## config.mk

```make
export PLATFORM = sky130hd
export DESIGN_NAME = tt_um_accum_pipe
export DESIGN_NICKNAME = d
export VERILOG_FILES = /design/src/rtl/tt_acc_pkg.sv /design/src/rtl/tt_acc_sync_edge.sv /design/src/rtl/tt_um_accum_pipe.sv
export SDC_FILE = /design/constraint.sdc
export NUM_CORES = 1
export LEC_CHECK = 0
export CAP_MARGIN = 20
export CORE_MARGIN = 2
export CORE_UTILIZATION = 29
export DETAILED_ROUTE_END_ITERATION = 8
export PLACE_DENSITY = 0.54
export REMOVE_ABC_BUFFERS = 1
export SYNTH_ARGS = -nofsm -noshare
export SYNTH_HDL_FRONTEND = slang
export SYNTH_SLANG_ARGS = --single-unit
```

## constraint.sdc

```tcl
create_clock -name clk -period 2.4 [get_ports clk]
set_input_delay 0.48 -clock clk [delete_from_list [all_inputs] [get_ports clk]]
set_output_delay 0.48 -clock clk [all_outputs]
set_load 0.03 [all_outputs]
```

## src/rtl/tt_acc_pkg.sv

```systemverilog
// Shared definitions for the strobed accumulator: op encoding, control/status bit
// positions, stage-1 command record and parameter defaults.
package tt_acc_pkg;

    localparam int ACC_W_DEF       = 16;
    localparam int SYNC_STAGES_DEF = 2;

    typedef enum logic [1:0] {
        OP_LOAD  = 2'b00,
        OP_ADD   = 2'b01,
        OP_SUB   = 2'b10,
        OP_CLEAR = 2'b11
    } op_e;

    // uio_in control bits
    localparam int CTRL_STB = 2;
    localparam int CTRL_SEL = 3;

    // uio_out status bits
    localparam int ST_CARRY = 4;
    localparam int ST_ZERO  = 5;
    localparam int ST_OVF   = 6;
    localparam int ST_BUSY  = 7;

    localparam logic [7:0] UIO_OE_VAL = 8'hF0;

    typedef struct packed {
        op_e        op;
        logic [7:0] a;
    } cmd_t;

endpackage

```

## src/rtl/tt_acc_sync_edge.sv

```systemverilog
// Strobe synchroniser (SYNC_STAGES flops) followed by a rising-edge detector.
// rise_o is combinational on the last sync flop and its one-cycle-delayed copy.
module tt_acc_sync_edge #(
    parameter int SYNC_STAGES = tt_acc_pkg::SYNC_STAGES_DEF
) (
    input  logic clk_i,
    input  logic rst_ni,
    input  logic strobe_i,
    output logic rise_o
);

    logic [SYNC_STAGES-1:0] sync_q, sync_d;
    logic                   prev_q;

    assign sync_d = {sync_q[SYNC_STAGES-2:0], strobe_i};

    always_ff @(posedge clk_i or negedge rst_ni) begin
        if (!rst_ni) begin
            sync_q <= '0;
            prev_q <= 1'b0;
        end else begin
            sync_q <= sync_d;
            prev_q <= sync_q[SYNC_STAGES-1];
        end
    end

    assign rise_o = sync_q[SYNC_STAGES-1] & ~prev_q;

endmodule

```

## src/rtl/tt_um_accum_pipe.sv

```systemverilog
// Two-stage strobed accumulator: synchronised strobe edge -> stage-1 capture -> acc update.
// Define TT_ACC_SAT_EN to clamp ADD/SUB on carry/borrow instead of wrapping.
module tt_um_accum_pipe
    import tt_acc_pkg::*;
#(
    parameter int ACC_W       = ACC_W_DEF,
    parameter int SYNC_STAGES = SYNC_STAGES_DEF
) (
    input  logic       clk,
    input  logic       rst_n,
    input  logic       ena,
    input  logic [7:0] ui_in,
    input  logic [7:0] uio_in,
    output logic [7:0] uo_out,
    output logic [7:0] uio_out,
    output logic [7:0] uio_oe
);

`ifdef TT_ACC_SAT_EN
    localparam bit SAT = 1'b1;
`else
    localparam bit SAT = 1'b0;
`endif

    logic stb_rise, accept;

    tt_acc_sync_edge #(.SYNC_STAGES(SYNC_STAGES)) u_sync (
        .clk_i   (clk),
        .rst_ni  (rst_n),
        .strobe_i(uio_in[CTRL_STB]),
        .rise_o  (stb_rise)
    );

    // ena only gates acceptance; a captured command always completes.
    assign accept = stb_rise & ena;

    cmd_t s1_q, s1_d;
    logic s1_vld_q;

    assign s1_d = '{op: op_e'(uio_in[1:0]), a: ui_in};

    always_ff @(posedge clk or negedge rst_n) begin
        if (!rst_n) begin
            s1_vld_q <= 1'b0;
            s1_q     <= '0;
        end else begin
            s1_vld_q <= accept;
            if (accept) s1_q <= s1_d;
        end
    end

    logic [ACC_W-1:0] acc_q, acc_d, a_ext;
    logic             carry_q, carry_d, ovf_q, ovf_d;
    logic [ACC_W:0]   sum, diff;

    assign a_ext = ACC_W'(s1_q.a);
    assign sum   = {1'b0, acc_q} + {1'b0, a_ext};
    assign diff  = {1'b0, acc_q} - {1'b0, a_ext};

    always_comb begin
        acc_d   = acc_q;
        carry_d = carry_q;
        ovf_d   = ovf_q;
        if (s1_vld_q) begin
            case (s1_q.op)
                OP_LOAD: begin
                    acc_d   = a_ext;
                    carry_d = 1'b0;
                end
                OP_ADD: begin
                    carry_d = sum[ACC_W];
                    acc_d   = (SAT && sum[ACC_W]) ? '1 : sum[ACC_W-1:0];
                    ovf_d   = ovf_q | sum[ACC_W];
                end
                OP_SUB: begin
                    carry_d = diff[ACC_W];
                    acc_d   = (SAT && diff[ACC_W]) ? '0 : diff[ACC_W-1:0];
                    ovf_d   = ovf_q | diff[ACC_W];
                end
                default: begin
                    acc_d   = '0;
                    carry_d = 1'b0;
                    ovf_d   = 1'b0;
                end
            endcase
        end
    end

    always_ff @(posedge clk or negedge rst_n) begin
        if (!rst_n) begin
            acc_q   <= '0;
            carry_q <= 1'b0;
            ovf_q   <= 1'b0;
        end else begin
            acc_q   <= acc_d;
            carry_q <= carry_d;
            ovf_q   <= ovf_d;
        end
    end

    // Upper byte is zero-padded; for ACC_W = 8 the shift leaves nothing.
    logic [7:0] acc_hi;
    logic       zero;

    assign acc_hi  = 8'(acc_q >> 8);
    assign zero    = (acc_q == '0);
    assign uo_out  = uio_in[CTRL_SEL] ? acc_hi : acc_q[7:0];
    assign uio_out = {s1_vld_q, ovf_q, zero, carry_q, 4'b0000};
    assign uio_oe  = UIO_OE_VAL;

    logic unused_ctrl;
    assign unused_ctrl = &{1'b0, uio_in[7:4]};

endmodule

```

==> results.ini, run 1 <==
[outcome]
outcome = complete, no violations

[synth]
async_flop_share_pct = 100
synth_top_area_share_pct = 28.7
synthSimpleGateAreaFrac_pct = 18.2
synth_compound_area_share_pct = 26.7
ys_seq_area_share_pct = 28.7
synth_area_um2 = 2790
synth-seq-cells = 32
synth_adder_area_share_pct = 10.9
synth_edf_count = 0
netlist_instances = 323
synth_xor_area_share_pct = 0.942
yosysTopAreaCell = dfrtp_1
muxShareOfSynthArea_pct = 3.90
avgSynthCellArea_um2 = 8.64
ys_types = 63
synth_top_family_by_area = compound AO/OA/AOI/OAI gates
synthFlopType = dfrtp_1
synthTopCellsByArea = dfrtp_1 (29%), ha_1 (9.4%), buf_4 (4.6%), a21oi_1 (4.5%), nand2_1 (3.8%)
ys_warn_count = 0
synth.most_common_cell = dfrtp_1
synth_commonest_cells = dfrtp_1 (32), nand2_1 (28), a21oi_1 (25)

[sta]
period_needed_ns = 2.38
tightest_slew_ns = 0.591
clock.fmax_mhz = 420
slew_viol_final = 0
finalCritPeriodShare_pct = 99.2
hold_viol = 0
fin_skew_ns = 0.00645
rsz0062_at_grt = true
slew_headroom_pct = 60.2
setup_viol = 0
worst_slack_ns = 0.0195

[drt]
wl_um = 8520
drc = 0
post_drt_wl_per_cell_um = 17.0
postRouteAntennaNets = 0
first_pass_iters = 5
drtIter0Drc = 205
vias = 2667
vias_per_cell = 5.31

[pwr]
ir_drop_mv = 0.359
p_leak_nw = 1.54
powerDensity_nw_per_um2 = 1150
total_power_w = 0.00404

[setup_path]
cp_data_arrival_time_ns = 1.90
end_kind = output pin
path_max_fanout = 4
r2r_cells = 8
ff2ff_setup_slack_ns = 0.06
path_cells = or4_4 > nor4_4 > and4_1 > buf_6
r2r-end = acc_q[6]
r2r-start = acc_q[0]
cp-start-kind = register
path_class = reg2out
max_stage_delay_ns = 0.57
required_ns = 1.92
cpMaxStageDelayCell = or4_4

[placed_design]
place_ws_ns = -0.164
hpwlAfterDp_um = 6240
placed_area_um2 = 3290
place_congestion = 0.952
dp.cells = 491
io_buffers = 26

[die]
coreArea_um2 = 9280
dieArea_um2 = 10400
fp.dieH_um = 102
placementRows = 35
dieWidth_um = 102
floorplan.initialDensity_pct = 30.1
ios = 43

[global_routing]
use_met3_pct = 3.63
grt.total_usage_pct = 16.9
met1_usage_pct = 23.4
antenna_found_initial = 0
busiest_layer = met2
grt_pass1_vias = 2644
grt.overflow.total = 0
met2_usage_pct = 26.5
grt_max_degree = 33
grt_pass1_wl_um = 13600

[clock_tree]
cts_tree = built
htreeDepth = 2
cts_buffers = 5
cts_root_buf = clkbuf_8
worstSkewPairLatency_ns = 0.29
clock_sinks = 32
cts_buffer_depth = 2
path_clk_slew_ns = 0.07

[finish]
drive_above_1_share_pct = 23.3
final_net_count = 414
synthToLayoutAreaGrowth_pct = 26.1
stdcell_area_um2 = 3520
fill_cells = 1003
fin_cells = 502
antenna_cells = 0

[worst_hold_path]
hp-start = u_sync.sync_q[0]
min_delay_path_depth = 0
worst_hold_path.endpoint = u_sync.sync_q[1]
hold_path.class = reg2reg

[job]
max_cap_violations = 0

==> sequential cells by signal (all words and copies together) (netlist names) <==
name           count
u_sync.prev_q      1
u_sync.sync_q      2
carry_q            1
ovf_q              1
a_ext              8
s1_vld_q           1
s1_q               2
acc_q             16
==> placed cells by master (no fill, tap or decap), types with 9 or more instances in the layout <==
master	n
a21oi_1	22
nand2_1	28
dfrtp_1	31
conb_1	12
buf_4	39
nand3_1	11
clkdlybuf4s50_1	17
nand2b_1	9
inv_1	22
nor2_1	21
ha_1	16
o21ai_0	16
==> critical path, delay by kind of cell, from the launching register on <==
family / cells / cell delay, ns
buf+inv: 1 / 0.15
flops: 1 / 0.38
simple gates: 3 / 1.09
==> stage by stage <==
step                      utilization (%)  hold slack [ns]  TNS [ns]
final                                37.9            0.353         0
after global routing                 37.9            0.360   -0.0739
after CTS                            36.8            0.359         0
after detailed placement             35.5            0.342    -0.916
after global placement               35.5            0.337    -0.879
after floorplan                         -            0.184         0
==> cells by family after synthesis <==
logic type | Yosys count
mux | 10
flops | 32
buf+inv | 54
xor+xnor | 3
fa+ha+maj | 23
simple gates | 97
compound gates | 102
other cells | 2
==> layout make-up <==
class,count,area (um^2),area share [%]
clock buffers,7,96.3,2.74
clock inverters,1,30.0,0.853
inverters,23,86.3,2.45
multi-input cells,247,1820,51.6
flip-flops and latches,32,802,22.8
well taps,129,161,4.59
repair buffers,63,527,15.0
==> power by group <==
part,internal (W),leakage [nW],total (W),switching [W]
clock,0.000367,0.0645,0.000589,0.000223
combinational,0.00114,1.07,0.00264,0.00150
sequential,0.000677,0.403,0.000809,0.000132
==> metal layers <==
metal	share of wire [%]	wire length, um
met3	7.4	630
met5	0	0
met4	1.9	166
met1	45	3820
met2	46	3900
==> worst max path at each step <==
stage | slack (ns) | endpoint | start | cells after the start
floorplan | 0.13 | acc_q[12] | acc_q[0] | 10
detailed placement | -0.16 | uo_out[3] | uio_in[3] | 4
global route | -0.04 | uio_out[5] | acc_q[8] | 4
CTS | 0.005 | uio_out[5] | acc_q[8] | 4
finish | 0.02 | uio_out[5] | acc_q[8] | 4
global placement | -0.16 | uo_out[3] | uio_in[3] | 4
==> repair_timing <==
item,CTS,global route
hold buffers,0,0
buffers inserted,0,3
endpoints found under the setup margin,8,12
hold endpoints to repair,0,0
pin swaps,1,9
gates resized for setup,8,19
No activity file was read; power rests on OpenSTA's default activity.
==> run 2: changes to the inputs <==
- CTS_CLUSTER_SIZE: default -> 12
- REMOVE_ABC_BUFFERS: 1 -> default
==> results.ini, run 2 (synthesized netlist as in run 1, its figures left out) <==
[outcome]
violations = negative setup slack
outcome = finished with violations

[drt]
route.met3.wl_um = 465
top_layer = met4
wl_um = 8360
first_pass_iters = 5
postRouteAntennaNets = 0
dr_wl_met2_um = 4130
post_drt_wl_per_cell_um = 16.6
vias_per_cell = 5.25
drtIter0Drc = 173
vias = 2643
m1WireLength_um = 3680
drc = 0

[finish]
fill_cells = 955
layout_commonest_cell = buf_4
layout_common_cells = buf_4 (39), dfrtp_1 (30), nand2_1 (28), a21oi_1 (23), inv_1 (22)
drive_above_1_share_pct = 23.3
stdcell_area_um2 = 3530
fin_cells = 503
largest_reg_flops = 16
antenna_cells = 0
synthToLayoutAreaGrowth_pct = 26.4
top_register = acc_q
final_net_count = 415

[clock_tree]
cts_tree = built
worstSkewPairLatency_ns = 0.29
cts_root_buf = clkbuf_8
clock_sinks = 32
hold_buffers = 0
cts_buffer_depth = 2
htreeDepth = 2
path_clk_slew_ns = 0.08
cts_buffers = 5

[sta]
finalCritPeriodShare_pct = 101
clock.fmax_mhz = 414
hold_viol = 0
final.setup.tns_ns = -0.0162
slew_headroom_pct = 62.6
slew_viol_final = 0
fin_skew_ns = 0.00731
tightest_slew_ns = 0.561
period_needed_ns = 2.42
setup_viol = 1
rsz0062_at_grt = true
worst_slack_ns = -0.0162

[job]
max_cap_violations = 0

[setup_path]
end_kind = output pin
r2r-end = acc_q[14]
cp-start-kind = register
ff2ff_setup_slack_ns = 0.09
path_class = reg2out
cp_data_arrival_time_ns = 1.94
r2r-start = a_ext[6]
required_ns = 1.92
path_max_fanout = 4
r2r_cells = 8
crit_start = acc_q[8]

[global_routing]
grt_pass1_vias = 2614
grt.total_usage_pct = 16.6
antenna_found_initial = 0
grt_max_degree = 33
grt.overflow.total = 0
grt_pass1_wl_um = 13500

[placed_design]
placed_area_um2 = 3320
place_congestion = 0.866
dp.cells = 493
io_buffers = 26
hpwlAfterDp_um = 6210

[die]
ios = 43
floorplan.initialDensity_pct = 30.1
placementRows = 35
dieWidth_um = 102
dieArea_um2 = 10400
coreArea_um2 = 9280
fp.dieH_um = 102

[pwr]
p_leak_nw = 1.54
ir_drop_mv = 0.332
total_power_w = 0.00401
powerDensity_nw_per_um2 = 1140

[worst_hold_path]
hp-start = u_sync.sync_q[0]
worst_hold_path.endpoint = u_sync.sync_q[1]
min_delay_path_depth = 0
hold_path.class = reg2reg

[run 2: timing repair]
item,4_1_cts,5_1_grt
pin swaps,0,5
gates resized for setup,11,17
setup endpoints to repair,11,11
buffers inserted,0,2
cloned,0,0
hold endpoints to repair,0,0
[run 2: routing by layer]
layer | GRT usage, % | vias up
met5 | 0 | -
met4 | 3.79 | 0
met3 | 2.87 | 9
met2 | 27.4 | 92
met1 | 22.9 | 1289
li1 | - | 1253
[run 2: worst max-delay path by stage]
stage | slack [ns] | to | cells after the start
5_1_grt | -0.06 | uio_out[5] | 4
3_5_place_dp | -0.14 | uo_out[7] | 4
2_1_floorplan | 0.13 | acc_q[12] | 10
4_1_cts | -0.004 | uio_out[5] | 4
6_report | -0.02 | uio_out[5] | 4
3_3_place_gp | -0.14 | uo_out[7] | 4
[run 2: worst max-delay path, cell delays in order (launching register included)]
cell and delay, ns:
dfrtp_1 0.37, or4_4 0.56, nor4_4 0.27, and4_1 0.30, buf_6 0.15
[run 2: metrics by stage]
stage               setup slack, ns  hold slack [ns]  util, %
floorplan                     0.129            0.184        -
global placement             -0.144            0.337     35.8
detailed placement           -0.144            0.341     35.8
CTS                        -0.00431            0.359     37.1
global route                -0.0613            0.377     38.0
finish                      -0.0162            0.356     38.0
[run 2: layout make-up]
cell class / count / area, um^2 / share of cell area, %
Multi-Input combinational cell: 247 / 1820 / 51.6
Sequential cell: 32 / 803 / 22.8
Timing Repair Buffer: 64 / 547 / 15.5
Tap cell: 129 / 161 / 4.58
Inverter: 23 / 86.3 / 2.45
Clock buffer: 6 / 72.6 / 2.06
Clock inverter: 2 / 35.0 / 0.993
[run 2: where the power goes]
group / internal, W / switching (W) / leakage, nW / total, W
Combinational: 0.00116 / 0.00150 / 1.09 / 0.00265
Clock: 0.000308 / 0.000229 / 0.0552 / 0.000538
Sequential: 0.000678 / 0.000141 / 0.401 / 0.000819
==> run 3: changes to the inputs <==
- CELL_PAD_IN_SITES_DETAIL_PLACEMENT: default -> 0
- CELL_PAD_IN_SITES_GLOBAL_PLACEMENT: default -> 1
- PLACE_DENSITY: 0.54 -> 0.67
==> results.ini, run 3 (synthesized netlist as in run 1, its figures left out) <==
[pwr]
ir_drop_mv = 0.386
powerDensity_nw_per_um2 = 1130
p_leak_nw = 1.54
clockPowerShare_pct = 13.4
intPower_w = 0.00213
pwr-share-seq_pct = 20.7
total_power_w = 0.00398
switchingPower_w = 0.00186
swShare_pct = 46.6
comb_power_share_pct = 65.9

[clock_tree]
htreeDepth = 2
path_clk_slew_ns = 0.08
cts_buffer_depth = 2
hold_buffers = 0
cts_buffers = 5
cts_root_buf = clkbuf_8
clock_sinks = 32
cts_tree = built
worstSkewPairLatency_ns = 0.30

[global_routing]
grt.overflow.total = 0
grt_pass1_vias = 2609
antenna_found_initial = 0
grt.total_usage_pct = 16.8
grt_pass1_wl_um = 13500
grt_max_degree = 33

[drt]
first_pass_iters = 6
vias_per_cell = 5.20
vias = 2609
postRouteAntennaNets = 0
post_drt_wl_per_cell_um = 16.8
wl_um = 8440
drc = 0
drtIter0Drc = 256

[sta]
period_needed_ns = 2.44
clock.fmax_mhz = 410
slew_viol_final = 0
worst_slack_ns = -0.0412
finalCritPeriodShare_pct = 102
rsz0062_at_grt = true
tightest_slew_ns = 0.766
hold_viol = 0
hold_ws_ns = 0.254
setup_viol = 1
slew_headroom_pct = 49.0
fin_skew_ns = 0.00910

[setup_path]
cp-start-kind = register
cpMaxStageDelayCell = or4_4
max_stage_delay_ns = 0.56
path_class = reg2out
required_ns = 1.92
path_max_fanout = 4
path_cells = or4_4 > nor4_4 > and4_1 > buf_6
cp_data_arrival_time_ns = 1.96
end_kind = output pin

[finish]
layout_common_cells = buf_4 (37), dfrtp_1 (32), nand2_1 (28), a21oi_1 (23), nor2_1 (21)
layout_commonest_cell = buf_4
largest_reg_flops = 16
fill_cells = 998
final_net_count = 414
top_register = acc_q
fin_cells = 502
antenna_cells = 0
drive_above_1_share_pct = 22.8
final_util_pct = 37.9
synthToLayoutAreaGrowth_pct = 26.1

[die]
fp.dieH_um = 102
dieArea_um2 = 10400
floorplan.initialDensity_pct = 30.1
placementRows = 35
dieWidth_um = 102
ios = 43
coreArea_um2 = 9280

[outcome]
outcome = finished with violations
violations = negative setup slack

[placed_design]
io_buffers = 26
place_congestion = 0.861
dp.cells = 491
hpwlAfterDp_um = 6260

[worst_hold_path]
hold_path.class = in2async

[job]
max_cap_violations = 0

==> run 3: layout make-up <==
cell class / count / area (um^2) / area share [%]
clock buffer: 6 / 72.6 / 2.06
clock inverter: 2 / 35.0 / 0.996
inverter: 23 / 86.3 / 2.45
multi-input combinational: 247 / 1820 / 51.8
sequential: 32 / 801 / 22.8
tap: 129 / 161 / 4.59
timing repair buffer: 63 / 538 / 15.3
==> run 3: routing by layer <==
layer  share of wire (%)  track usage (%)  vias to the layer above  wire length (um)
met5                   0                0                        -                 0
met4                 2.0             5.95                        0               170
met3                 5.3             3.15                       19               450
met2                  47             26.5                       90              3980
met1                  45             23.2                     1248              3830
li1                    -                -                     1252                 -
==> run 3: stage by stage <==
| step | instance area (um^2) | setup TNS [ns] | setup slack (ns) |
|---|---|---|---|
| floorplan | 2830 | 0 | 0.129 |
| finish | 3520 | -0.0412 | -0.0412 |
| CTS | 3410 | -0.0400 | -0.0400 |
| global placement | 3300 | -0.793 | -0.145 |
| global route | 3520 | -0.226 | -0.0945 |
| detailed placement | 3300 | -0.890 | -0.154 |
==> run 3: repair_timing <==
| item | CTS | global route |
|---|---|---|
| setup buffers | 0 | 3 |
| gates resized for setup | 8 | 20 |
| endpoints found under the setup margin | 9 | 11 |
| pin swaps | 1 | 7 |
==> run 3: power by group through the flow <==
stage / registers (W) / logic (W) / clock network, W
final: 0.000826 / 0.00262 / 0.000533
after global routing: 0.000850 / 0.00286 / 0.000575
after CTS: 0.000822 / 0.00241 / 0.000551
after detailed placement: 0.000833 / 0.00241 / 0
after global placement: 0.000827 / 0.00241 / 0
after floorplan: 0.000808 / 0.00164 / 0
==> run 3: final timing paths <==
check	slack, ns	from	depth (start not counted)	end
min in group clk	0.35	u_sync.sync_q[0]	0	u_sync.sync_q[1]
setup / recovery	-0.04	acc_q[8]	4	uio_out[5]
hold reg to reg	0.35	u_sync.sync_q[0]	0	u_sync.sync_q[1]
hold / removal	0.25	rst_n	1	a_ext[6]
max in group asynchronous	1.66	rst_n	1	a_ext[0]
setup reg to reg	0.04	acc_q[0]	11	acc_q[14]
==> run 3: critical path, delay by kind of cell, from the launching register on <==
kind / cells / cell delay, ns
buffers and inverters: 1 / 0.14
AND/OR/NAND/NOR: 3 / 1.14
flip-flops: 1 / 0.38
